[src/rtl/pipe_add_acc.sv]
`default_nettype none
// ============================================================================
//  Module   : pipe_add_acc
//  Purpose  : Pipelined unsigned adder/accumulator, valid/ready on both sides.
//             Optional saturation enabled by defining PIPE_ADD_ACC_SAT_EN.
//  Revision : 1.0 - initial release
// ============================================================================
module pipe_add_acc #(
    parameter int WIDTH  = 8,
    parameter int STAGES = 2
) (
    input  logic             clk,
    input  logic             rst_n,
    input  logic             in_valid_i,
    output logic             in_ready_o,
    input  logic [WIDTH-1:0] in_a_i,
    input  logic [WIDTH-1:0] in_b_i,
    input  logic             in_mode_i,
    input  logic             acc_clr_i,
    output logic             out_valid_o,
    input  logic             out_ready_i,
    output logic [WIDTH-1:0] out_sum_o,
    output logic             out_ovf_o,
    output logic [WIDTH-1:0] acc_value_o
);

    logic [STAGES-1:0]            valid_q, valid_d;
    logic [STAGES-1:0][WIDTH-1:0] sum_q,   sum_d;
    logic [STAGES-1:0]            ovf_q,   ovf_d;
    logic [WIDTH-1:0]             acc_q,   acc_d;

    logic [STAGES-1:0] w_free;
    logic              w_accept;
    logic [WIDTH-1:0]  w_opb;
    logic [WIDTH:0]    w_full;
    logic              w_carry;
    logic [WIDTH-1:0]  w_result;

    // A slot is free when it is empty or its content moves on this cycle;
    // the chain runs back from the consumer so in_ready follows out_ready.
    always_comb begin : p_free
        logic l_chain;
        l_chain = out_ready_i;
        w_free  = '0;
        for (int i = STAGES - 1; i >= 0; i--) begin
            l_chain   = l_chain || !valid_q[i];
            w_free[i] = l_chain;
        end
    end

    assign w_accept   = in_valid_i && w_free[0];
    assign in_ready_o = w_free[0];

    // A clear coinciding with an accumulate beat makes that beat start from zero.
    always_comb begin
        w_opb = in_b_i;
        if (in_mode_i) begin
            w_opb = acc_clr_i ? '0 : acc_q;
        end
    end

    assign w_full  = {1'b0, in_a_i} + {1'b0, w_opb};
    assign w_carry = w_full[WIDTH];

`ifdef PIPE_ADD_ACC_SAT_EN
    assign w_result = w_carry ? '1 : w_full[WIDTH-1:0];
`else
    assign w_result = w_full[WIDTH-1:0];
`endif

    always_comb begin
        acc_d = acc_q;
        if (w_accept && in_mode_i) begin
            acc_d = w_result;
        end else if (acc_clr_i) begin
            acc_d = '0;
        end
    end

    always_comb begin
        valid_d = valid_q;
        sum_d   = sum_q;
        ovf_d   = ovf_q;
        if (w_free[0]) begin
            valid_d[0] = w_accept;
            if (w_accept) begin
                sum_d[0] = w_result;
                ovf_d[0] = w_carry;
            end
        end
        for (int i = 1; i < STAGES; i++) begin
            if (w_free[i]) begin
                valid_d[i] = valid_q[i-1];
                if (valid_q[i-1]) begin
                    sum_d[i] = sum_q[i-1];
                    ovf_d[i] = ovf_q[i-1];
                end
            end
        end
    end

    always_ff @(posedge clk or negedge rst_n) begin
        if (!rst_n) begin
            valid_q <= '0;
            sum_q   <= '0;
            ovf_q   <= '0;
            acc_q   <= '0;
        end else begin
            valid_q <= valid_d;
            sum_q   <= sum_d;
            ovf_q   <= ovf_d;
            acc_q   <= acc_d;
        end
    end

    assign out_valid_o = valid_q[STAGES-1];
    assign out_sum_o   = sum_q[STAGES-1];
    assign out_ovf_o   = ovf_q[STAGES-1];
    assign acc_value_o = acc_q;

endmodule
`default_nettype wire

[config.mk]
export PLATFORM = sky130hd
export DESIGN_NAME = pipe_add_acc
export DESIGN_NICKNAME = d
export VERILOG_FILES = /design/src/rtl/pipe_add_acc.sv
export SDC_FILE = /design/constraint.sdc
export NUM_CORES = 1
export LEC_CHECK = 0
export ABC_AREA = 1
export CAP_MARGIN = 20
export CORE_MARGIN = 2
export CORE_UTILIZATION = 44
export DETAILED_ROUTE_END_ITERATION = 6
export PLACE_DENSITY_LB_ADDON = 0.05
export SETUP_SLACK_MARGIN = 0.3
export SYNTH_ARGS = -nofsm -noshare
export SYNTH_HDL_FRONTEND = slang
export SYNTH_SLANG_ARGS = --single-unit
export TNS_END_PERCENT = 20
[constraint.sdc]
create_clock -name clk -period 2.56 [get_ports clk]
set_input_delay 0.256 -clock clk [delete_from_list [all_inputs] [get_ports clk]]
set_output_delay 0.256 -clock clk [all_outputs]
set_load 0.02 [all_outputs]
# Word level (Yosys, flattened, before mapping)
# Cells that the tools add are included.
# totals
register_bits	28
in_bits	22
output_inout_bits	19
word_cells	19
# op_classes
addsub	1
n_mux	3
n_reduce_logical	8
# op_table
operator	count
2-to-1 mux 8 bit	3
adder 8 x 8 -> 9 bit	1
AND reduction 2 bit	2
logical AND 1 bit	2
zero test 1 bit	2
logical OR 1 bit	2

# Longest topological paths before layout
# Gate-level depths: netlist (run 1).
# depth
word_depth	6
depth_mapped	15
ltp_nobuf	15

# Least setup slack after synthesis (run 1)
# Ideal clock, no wire load.
# synth_timing
kind	reg2reg
from	register acc_q[0] (netlist: acc_value_o[0])
to	register sum_q[6] (netlist name)
setup_ns	0.117
t_arrival_ns	1.744
setup_slack_ns	0.698
path_stages_with_launch	16
synth_period_minus_slack_ns	1.862
path_cell_list	dfrtp_1 -> inv_1 -> nor2_1 -> nand2_1 -> nand2_1 -> ha_1 -> inv_1 -> fa_1 -> inv_1 -> nand2_1 -> nand2_1 -> nand3_1 -> nand2_1 -> nand2_1 -> nand3_1 -> nand2_1
# synth_between
elab_chain_len	3
# synth_lines
element	line_no	rtl
start: declaration	30	logic [WIDTH-1:0] acc_q, acc_d;
start signal: assignment	107	acc_q <= '0;
start signal: assignment	112	acc_q <= acc_d;
2-to-1 mux 8 bit	-	
2-to-1 mux 8 bit	57	if (in_mode_i) begin
adder 8 x 8 -> 9 bit	62	assign w_full = {1'b0, in_a_i} + {1'b0, w_opb};
end signal: assignment	110	sum_q <= sum_d;
end: declaration	28	logic [STAGES-1:0][WIDTH-1:0] sum_q, sum_d;
# No other way between the ends.
# A chain may end at the register's enable or synchronous reset.

# Worst setup path after layout (run 1)
# layout_timing
from	input in_mode_i
to	register acc_q[6] (netlist: acc_value_o[6])
# layout_between
elab_chain_len	3
elab_cells_between_ends	4
classes_between	1 x add/sub; 2 x mux; 1 x reduce/logical
# layout_lines
element	line_no	rtl
start: declaration	18	input logic in_mode_i,
2-to-1 mux 8 bit	57	
adder 8 x 8 -> 9 bit	62	
2-to-1 mux 8 bit (*)	73	if (w_accept && in_mode_i) begin
net acc_d[6]	30	
# The timed path passes the listed nets; every way through them passes the cells marked *.

==> results of run 1 <==
cell type report:
type	instances	area (um^2)	area share [%]
Timing Repair Buffer	45	437.9	21.19
Tap cell	46	57.56	2.785
Inverter	25	93.84	4.540
Multi-Input combinational cell	138	740.7	35.84
Sequential cell	28	700.7	33.90
Clock buffer	4	36.28	1.755
through the flow:
stage	total power, mW	hold slack (ns)
finish	1.382	0.2967
detailed placement	1.187	0.4707
global placement	1.173	0.4649
CTS	1.399	0.2981
global route	1.482	0.3154
floorplan	1.003	-0.03959
worst min path at each step:
stage / slack (ns) / endpoint / cells after the start
CTS: 0.30 / valid_q[1] / 2
detailed placement: 0.47 / sum_q[4] / 2
floorplan: -0.04 / acc_value_o[0] / 0
finish: 0.30 / valid_q[1] / 2
global route: 0.32 / valid_q[1] / 2
global placement: 0.46 / sum_q[5] / 2
cell usage after synthesis, types with 2 or more instances:
| cell | number |
|---|---|
| ha_1 | 8 |
| mux2_2 | 7 |
| dfrtp_1 | 28 |
| or2_1 | 3 |
| o21ai_1 | 3 |
| inv_1 | 23 |
| nand3b_1 | 2 |
| o21ai_0 | 10 |
| nand2_1 | 68 |
| a21oi_1 | 3 |
| nand3_1 | 17 |
| inv_2 | 2 |
| buf_4 | 9 |
| nor2_1 | 10 |
| buf_2 | 2 |
flip-flops by register name (all words and copies together) (netlist names):
signal,flops
acc_value_o,8
valid_q,2
out_sum_o,8
ovf_q,2
sum_q,8
power by group:
part           switching [mW]  internal [mW]  leakage, nW
sequential             0.0545          0.551        0.347
clock                   0.122         0.0870       0.0210
combinational           0.289          0.278        0.674
worst max-delay path, stage by stage:
cell and delay (ns):
clkdlybuf4s50_1 0.48, inv_1 0.12, o21ai_0 0.30, inv_1 0.10, fa_1 0.43, inv_1 0.07, nand2_1 0.04, nand2_1 0.07
nand3_1 0.09, nand2_1 0.09, nand2_1 0.07, nand3_1 0.08, nand2_1 0.05
metal layers:
layer | vias up | GRT usage, % | part of all wire, %
met5 | - | 0 | 0
met1 | 624 | 23.49 | 48
li1 | 701 | - | -
met4 | 0 | 5.585 | 1.2
met3 | 4 | 1.215 | 3.7
met2 | 36 | 28.52 | 47
cells by family (layout without fill, tap and decap cells):
| kind of cell | after synthesis | in the layout | share of synthesized area (%) |
|---|---|---|---|
| buffers and inverters | 36 | 74 | 10.63 |
| adder cells (fa/ha/maj) | 9 | 9 | 7.448 |
| AND/OR/NAND/NOR | 103 | 103 | 27.15 |
| AO/OA/AOI/OAI | 18 | 18 | 5.896 |
| XOR/XNOR | 1 | 1 | 0.5432 |
| multiplexers | 7 | 7 | 4.888 |
| flip-flops | 28 | 28 | 43.44 |
==> results.sh, run 1 <==
export IMPL_synth_cells=202
export IMPL_synth_area_leaders="dfrtp_1 (43%), nand2_1 (16%), ha_1 (6.2%)"
export IMPL_post_route_period_util_pct=78.24
export IMPL_placedCellCount=282
export IMPL_syn2layout_area_growth_pct=28.16
export IMPL_fin_util_pct=60.51
export IMPL_cts_resized=0
export IMPL_cts_path_max_buffers=2
export IMPL_startpoint="in_mode_i"
export IMPL_drt_wl_total_mm=3.254
export IMPL_die_y_um=64.54
export IMPL_core_area_um2=3416
export IMPL_synth_async_reset_ratio_pct=100.0
export IMPL_ys_types=22
export IMPL_max_freq_mhz=499.3
export IMPL_final_cells=286
export IMPL_h_tree_depth=1
export IMPL_syn_area_per_cell_um2=7.984
export IMPL_drive_gt1_share_pct=8.750
export IMPL_grt_pass1_wl_mm=5.609
export IMPL_relSlewSlack_pct=71.72
export IMPL_overflow=0
export IMPL_fin_worst_skew_ns=0.006328
export IMPL_fin_crit_ns=2.003
export IMPL_stdcell_area_um2=2067
export IMPL_ir_worst_vdd_uv=232.9
export IMPL_layout_commonest_cell="nand2_1"
export IMPL_ys_seq_elements=28
export IMPL_tns_ns=0
export IMPL_r2r_start="acc_value_o[0]"
export IMPL_crit_path_end_kind="flip-flop"
export IMPL_dp_hpwl_mm=2.592
export IMPL_io_buffers=40
export IMPL_grt_pass1_vias=1267
export IMPL_cts_tree="built"
export IMPL_track_usage_pct=17.01
export IMPL_wl_per_cell_um=11.38
export IMPL_ys_seq_area_share_pct=43.44
export IMPL_viasPerCell=4.773
export IMPL_place_area_um2=2031
export IMPL_first_pass_iters=4
export IMPL_p_leak_nw=1.043
export IMPL_antenna_found_initial=0
export IMPL_yosys_warnings=0
export IMPL_ant_nets=0
export IMPL_fill_cells=328
export IMPL_start_util_pct=47.22
export IMPL_netlist_area_um2=1613
export IMPL_rows=21
export IMPL_cts_root_buf="clkbuf_4"
export IMPL_initialDrtViolationCount=73
export IMPL_drc=0
export IMPL_synth_edf_count=0
export IMPL_cts_setup_buffers=0
export IMPL_slew_viol_final=0
export IMPL_cts_sinks=28
export IMPL_gp_congestion=0.8146
export IMPL_hold_violations=0
export IMPL_critPathCapture="acc_value_o[6]"
export IMPL_clkSlewWorstSetupHoldPaths_ns=0.14
export IMPL_cp_max_fo=9
export IMPL_start_kind="input port"
export IMPL_cts_buffers_inserted=3
export IMPL_cp_required_ns=2.79
export IMPL_die_area_um2=4165
export IMPL_reg2reg_to="acc_value_o[6]"
export IMPL_diodes=0
export IMPL_via_count=1365
export IMPL_setup_viol=0
export IMPL_fin_nets=272
export IMPL_cap_violations=0
export IMPL_syn_nets=233
export IMPL_reg2reg_slack_ns=0.61
export IMPL_synth_top_area_share_pct=43.44
export IMPL_synth_top_area_cell="dfrtp_1"
export IMPL_arrival_ns=2.24
export IMPL_io_pins=41
export IMPL_worstRegToRegCells=15
export IMPL_path_class="input port to flip-flop"
export IMPL_clock_latency_ns=0.32
export IMPL_grt_max_degree=29
export IMPL_post_place_ws_ns=0.2340
export IMPL_fin_ws_ns=0.5571
export IMPL_hp_class="input port to asynchronous set/reset pin"
export IMPL_worst_pin_slew_ns=0.4232
export IMPL_run_status="finished, final reports clean"
export IMPL_powerDensity_nw_per_um2=668.8
export IMPL_layout_common_cells="nand2_1 (68), clkdlybuf4s50_1 (40), dfrtp_1 (28)"
export IMPL_hold_buffers=0
export IMPL_yosys_most_used_dff="dfrtp_1"
export IMPL_rsz0062_at_grt="no"
export IMPL_die_w_um=64.54
Power figures use the tool's default switching activity.
==> inputs of run 2 (changes only) <==
==> constraint.sdc (replaced) <==
create_clock -name clk -period 1.73 [get_ports clk]
set_input_delay 0.173 -clock clk [delete_from_list [all_inputs] [get_ports clk]]
set_output_delay 0.173 -clock clk [all_outputs]
set_load 0.02 [all_outputs]
==> results.sh, run 2 (synthesized netlist as in run 1, its figures left out) <==
export IMPL_gp_congestion=0.8049
export IMPL_clkSlewWorstSetupHoldPaths_ns=0.14
export IMPL_core_area_um2=3416
export IMPL_track_usage_pct=18.13
export IMPL_io_pins=41
export IMPL_hp_class="input port to asynchronous set/reset pin"
export IMPL_first_pass_iters=4
export IMPL_layout_common_cells="nand2_1 (62), dfrtp_1 (27), clkdlybuf4s50_1 (20)"
export IMPL_p_leak_nw=1.154
export IMPL_cp_required_ns=2.00
export IMPL_cts_sinks=28
export IMPL_dp_hpwl_mm=2.702
export IMPL_arrival_ns=2.08
export IMPL_rsz0062_at_grt="yes"
export IMPL_cts_buffers_inserted=3
export IMPL_ant_nets=0
export IMPL_die_area_um2=4165
export IMPL_start_util_pct=47.22
export IMPL_diodes=0
export IMPL_h_tree_depth=1
export IMPL_cts_path_max_buffers=2
export IMPL_worst_pin_slew_ns=0.4076
export IMPL_final_cells=299
export IMPL_setup_viol=6
export IMPL_fin_hold_ws_ns=0.2048
export IMPL_die_w_um=64.54
export IMPL_path_class="flip-flop to flip-flop"
export IMPL_syn2layout_area_growth_pct=36.38
export IMPL_fin_nets=285
export IMPL_post_route_period_util_pct=104.3
export IMPL_tns_ns=-0.3079
export IMPL_cts_root_buf="clkbuf_4"
export IMPL_rows=21
export IMPL_startpoint="acc_value_o[0]"
export IMPL_via_count=1443
export IMPL_powerDensity_nw_per_um2=924.3
export IMPL_fin_ws_ns=-0.07399
export IMPL_total_power_mw=2.033
export IMPL_clock_latency_ns=0.32
export IMPL_critPathCapture="acc_value_o[4]"
export IMPL_hold_buffers=0
export IMPL_cts_tree="built"
export IMPL_grt_pass1_vias=1406
export IMPL_grt_max_degree=29
export IMPL_slew_viol_final=0
export IMPL_r2r_start="acc_value_o[0]"
export IMPL_switching_share_pct=35.19
export IMPL_run_status="finished with violations"
export IMPL_io_buffers=40
export IMPL_start_kind="flip-flop"
export IMPL_viasPerCell=4.826
export IMPL_worstRegToRegCells=14
export IMPL_hold_violations=0
export IMPL_p_clk_share_pct=15.4
export IMPL_antenna_found_initial=0
export IMPL_layout_commonest_cell="nand2_1"
export IMPL_seqPwrFrac_pct=43.8
export IMPL_switchingPower_uw=715.3
export IMPL_grt_pass1_wl_mm=6.058
export IMPL_die_y_um=64.54
export IMPL_cap_violations=0
export IMPL_max_freq_mhz=554.3
export IMPL_reg2reg_to="acc_value_o[4]"
export IMPL_drive_gt1_share_pct=21.74
export IMPL_wl_per_cell_um=11.31
export IMPL_reg2reg_slack_ns=-0.07
export IMPL_relSlewSlack_pct=72.76
export IMPL_overflow=0
export IMPL_ir_worst_vdd_uv=343.0
export IMPL_drt_wl_total_mm=3.382
export IMPL_fin_crit_ns=1.804
export IMPL_cp_max_fo=2
export IMPL_drc=0
export IMPL_placedCellCount=293
export IMPL_p_int_mw=1.318
export IMPL_crit_path_end_kind="flip-flop"
export IMPL_violations="negative setup slack"
export IMPL_initialDrtViolationCount=83
export IMPL_fin_worst_skew_ns=0.001804
export IMPL_combPwrFrac_pct=40.8
==> run 2: cell count changes in the layout (fill, tap and decap cells not counted), sizes merged <==
cell,previous run,this run
clkbuf,4,5
dlygate4sd2,0,19
clkdlybuf4s50,40,20
buf,5,18
==> run 2: power groups by stage <==
| stage | logic [mW] | registers [mW] | clock network, mW |
|---|---|---|---|
| floorplan | 0.546 | 0.940 | 0 |
| global placement | 0.872 | 0.903 | 0 |
| detailed placement | 0.888 | 0.913 | 0 |
| CTS | 0.823 | 0.894 | 0.320 |
| global route | 0.916 | 0.916 | 0.343 |
| finish | 0.830 | 0.890 | 0.313 |
==> run 2: routing by layer <==
| layer | vias to the layer above | wire length (um) | GRT usage (%) |
|---|---|---|---|
| met1 | 668 | 1555 | 24.18 |
| met3 | 2 | 151 | 1.215 |
| li1 | 733 | - | - |
| met5 | - | 0 | 0 |
| met2 | 40 | 1661 | 31.64 |
| met4 | 0 | 14 | 5.585 |
==> run 2: worst min-delay path by stage <==
stage	end	slack, ns	cells after the start
finish	sum_q[1]	0.20	2
global route	out_sum_o[4]	0.24	2
floorplan	acc_value_o[0]	-0.12	0
detailed placement	sum_q[7]	0.47	2
global placement	sum_q[5]	0.46	2
CTS	sum_q[4]	0.22	2
==> run 2: what timing repair did <==
item	4_1_cts	5_1_grt
pin swaps	2	1
gates resized for setup	33	10
buffers inserted	1	1
setup endpoints to repair	34	16
==> run 2: critical path, cell delays in order, from the launching register on <==
cell and delay [ns]:
dfrtp_2 0.39, inv_2 0.04, nor2_4 0.08, nand2_1 0.05, nand2_1 0.06, ha_2 0.18
inv_2 0.04, fa_2 0.35, inv_2 0.07, nand2_2 0.05, nand2_2 0.07, and2_4 0.13
or2_1 0.10, nand3_1 0.07, nand2_1 0.07
==> run 2: cell type report <==
class	count	area, um^2
multi-input cells	138	803.3
clock buffers	4	36.28
flip-flops and latches	28	701.9
well taps	46	57.56
fillers	322	1216
inverters	25	93.84
repair buffers	58	506.7
==> run 2: stage by stage <==
stage                     util, %  setup WS (ns)  cell area, um^2
final                       64.40       -0.07399             2200
after global routing        64.40        -0.1972             2200
after CTS                   63.52       -0.07545             2170
after detailed placement    61.98        -0.4916             2117
after global placement      61.98        -0.3996             2117
after floorplan                 -       -0.03800             1617
==> inputs of run 3 (changes only) <==
--- a/config.mk
+++ b/config.mk
@@ -7,6 +7,7 @@
 export LEC_CHECK = 0
 export ABC_AREA = 1
 export CAP_MARGIN = 20
+export CORE_ASPECT_RATIO = 0.7
 export CORE_MARGIN = 2
 export CORE_UTILIZATION = 44
 export DETAILED_ROUTE_END_ITERATION = 6
==> results.sh, run 3 (synthesized netlist as in run 1, its figures left out) <==
export IMPL_crit_path_top_delay_cell="dfrtp_2"
export IMPL_gp_congestion=0.8451
export IMPL_crit_path_end_kind="flip-flop"
export IMPL_clkSlewWorstSetupHoldPaths_ns=0.09
export IMPL_p_clk_share_pct=16.4
export IMPL_drc=0
export IMPL_ant_nets=0
export IMPL_fin_crit_ns=1.817
export IMPL_seqPwrFrac_pct=41.1
export IMPL_fin_worst_skew_ns=0.004657
export IMPL_cts_path_max_buffers=2
export IMPL_via_count=1489
export IMPL_viasPerCell=4.697
export IMPL_switchingPower_uw=745.8
export IMPL_cts_root_buf="clkbuf_8"
export IMPL_switching_share_pct=34.10
export IMPL_setup_viol=7
export IMPL_hp_class="input port to asynchronous set/reset pin"
export IMPL_cts_sinks=28
export IMPL_drive_gt1_share_pct=25.84
export IMPL_combPwrFrac_pct=42.5
export IMPL_antenna_found_initial=0
export IMPL_cp_max_fo=2
export IMPL_post_route_period_util_pct=105.0
export IMPL_cp_required_ns=1.90
export IMPL_worst_pin_slew_ns=0.4394
export IMPL_diodes=0
export IMPL_p_int_mw=1.442
export IMPL_io_buffers=40
export IMPL_placedCellCount=310
export IMPL_ir_worst_vdd_uv=870.7
export IMPL_layout_common_cells="nand2_1 (64), buf_4 (34), dfrtp_1 (27)"
export IMPL_fin_hold_ws_ns=0.2639
export IMPL_grt_max_degree=29
export IMPL_grt_pass1_wl_mm=6.009
export IMPL_rows=18
export IMPL_start_util_pct=45.90
export IMPL_clock_latency_ns=0.27
export IMPL_initialDrtViolationCount=50
export IMPL_run_status="finished with violations"
export IMPL_syn2layout_area_growth_pct=47.63
export IMPL_powerDensity_nw_per_um2=918.7
export IMPL_die_y_um=54.66
export IMPL_fin_nets=299
export IMPL_cts_tree="built"
export IMPL_drt_wl_total_mm=3.768
export IMPL_fin_ws_ns=-0.08682
export IMPL_post_place_ws_ns=-0.5422
export IMPL_die_area_um2=4173
export IMPL_layout_commonest_cell="nand2_1"
export IMPL_slew_viol_final=0
export IMPL_violations="negative setup slack"
export IMPL_hold_buffers=0
export IMPL_start_kind="flip-flop"
export IMPL_reg2reg_slack_ns=-0.09
export IMPL_final_cells=317
export IMPL_fill_cells=296
export IMPL_first_pass_iters=4
export IMPL_path_cells="inv_2, nor2_4, nand2_1, nand2_1, ha_2, inv_2, fa_2, inv_2, nand2_2, nand2_2, nand3_2, nand2_2, nand2_2, nand3_1, nand2_1"
export IMPL_p_leak_nw=1.332
export IMPL_wl_per_cell_um=11.89
export IMPL_h_tree_depth=1
export IMPL_rsz0062_at_grt="yes"
export IMPL_dp_hpwl_mm=2.972
export IMPL_max_freq_mhz=550.4
export IMPL_overflow=0
export IMPL_slowest_delay_ns=0.37
export IMPL_track_usage_pct=18.78
export IMPL_cts_buffers_inserted=3
export IMPL_hold_violations=0
export IMPL_path_class="flip-flop to flip-flop"
export IMPL_io_pins=41
export IMPL_die_w_um=76.36
export IMPL_grt_pass1_vias=1356
export IMPL_relSlewSlack_pct=70.63
export IMPL_total_power_mw=2.187
export IMPL_core_area_um2=3513
export IMPL_crit_path_frequent_cell="nand2_2"
export IMPL_cap_violations=0
export IMPL_arrival_ns=1.99
## run 3: cell types whose count changed in the layout (fill, tap and decap cells not counted), sizes merged
cell,before,now
dlymetal6s2s,0,11
clkdlybuf4s15,0,1
buf,18,34
clkbuf,5,4
dlygate4sd2,19,6
## run 3: what timing repair did
action | in CTS | in global routing
gates resized for setup | 25 | 17
setup endpoints to repair | 23 | 26
pin swaps | 4 | 3
setup buffers | 2 | 1
## run 3: metrics by stage
| stage | utilization [%] | setup TNS [ns] | instance area [um^2] |
|---|---|---|---|
| 6_report | 67.77 | -0.3784 | 2381 |
| 5_1_grt | 67.77 | -1.596 | 2381 |
| 4_1_cts | 66.17 | -0.5123 | 2325 |
| 3_5_place_dp | 63.18 | -6.319 | 2220 |
| 3_3_place_gp | 63.18 | -5.683 | 2220 |
| 2_1_floorplan | - | -0.1166 | 1617 |
## run 3: path summary, 6_finish.rpt
check / depth (start not counted) / start / endpoint
min in group clk: 2 / out_sum_o[2] / out_sum_o[2]
min reg2reg: 2 / out_sum_o[2] / out_sum_o[2]
max: 15 / acc_value_o[0] / sum_q[6]
min: 2 / rst_n / sum_q[1]
max in group asynchronous: 2 / rst_n / acc_value_o[0]
max reg2reg: 15 / acc_value_o[0] / sum_q[6]
## run 3: area by class of cell
| type | instances | area, um^2 | area share [%] |
|---|---|---|---|
| multi-input combinational | 138 | 822.0 | 34.52 |
| timing repair buffer | 72 | 655.6 | 27.54 |
| tap | 50 | 62.56 | 2.627 |
| clock buffer | 4 | 45.04 | 1.892 |
| inverter | 25 | 93.84 | 3.941 |
| sequential | 28 | 701.9 | 29.48 |
## run 3: layer usage
metal | global-route usage [%] | share of wire [%] | up-vias
li1 | - | - | 765
met1 | 23.47 | 47 | 691
met2 | 33.92 | 49 | 30
met3 | 4.785 | 3.6 | 3
met4 | 4.242 | 0.32 | 0
met5 | 0 | 0 | -
## run 3: worst max-delay path: cells and delay by family, from the launching register on
| family | cells | cell delay (ns) |
|---|---|---|
| DFF | 1 | 0.37 |
| adders and majority gates | 2 | 0.53 |
| and+or+nand+nor | 10 | 0.65 |
| buffers and inverters | 3 | 0.15 |
## run 3: power groups by stage
stage          clock network (mW)  registers [mW]  logic, mW
2_1_floorplan                   0           0.940      0.546
3_3_place_gp                    0           0.905      0.911
3_5_place_dp                    0           0.916      0.927
4_1_cts                     0.371           0.902      0.943
5_1_grt                     0.397           0.924       1.02
6_report                    0.360           0.898      0.929
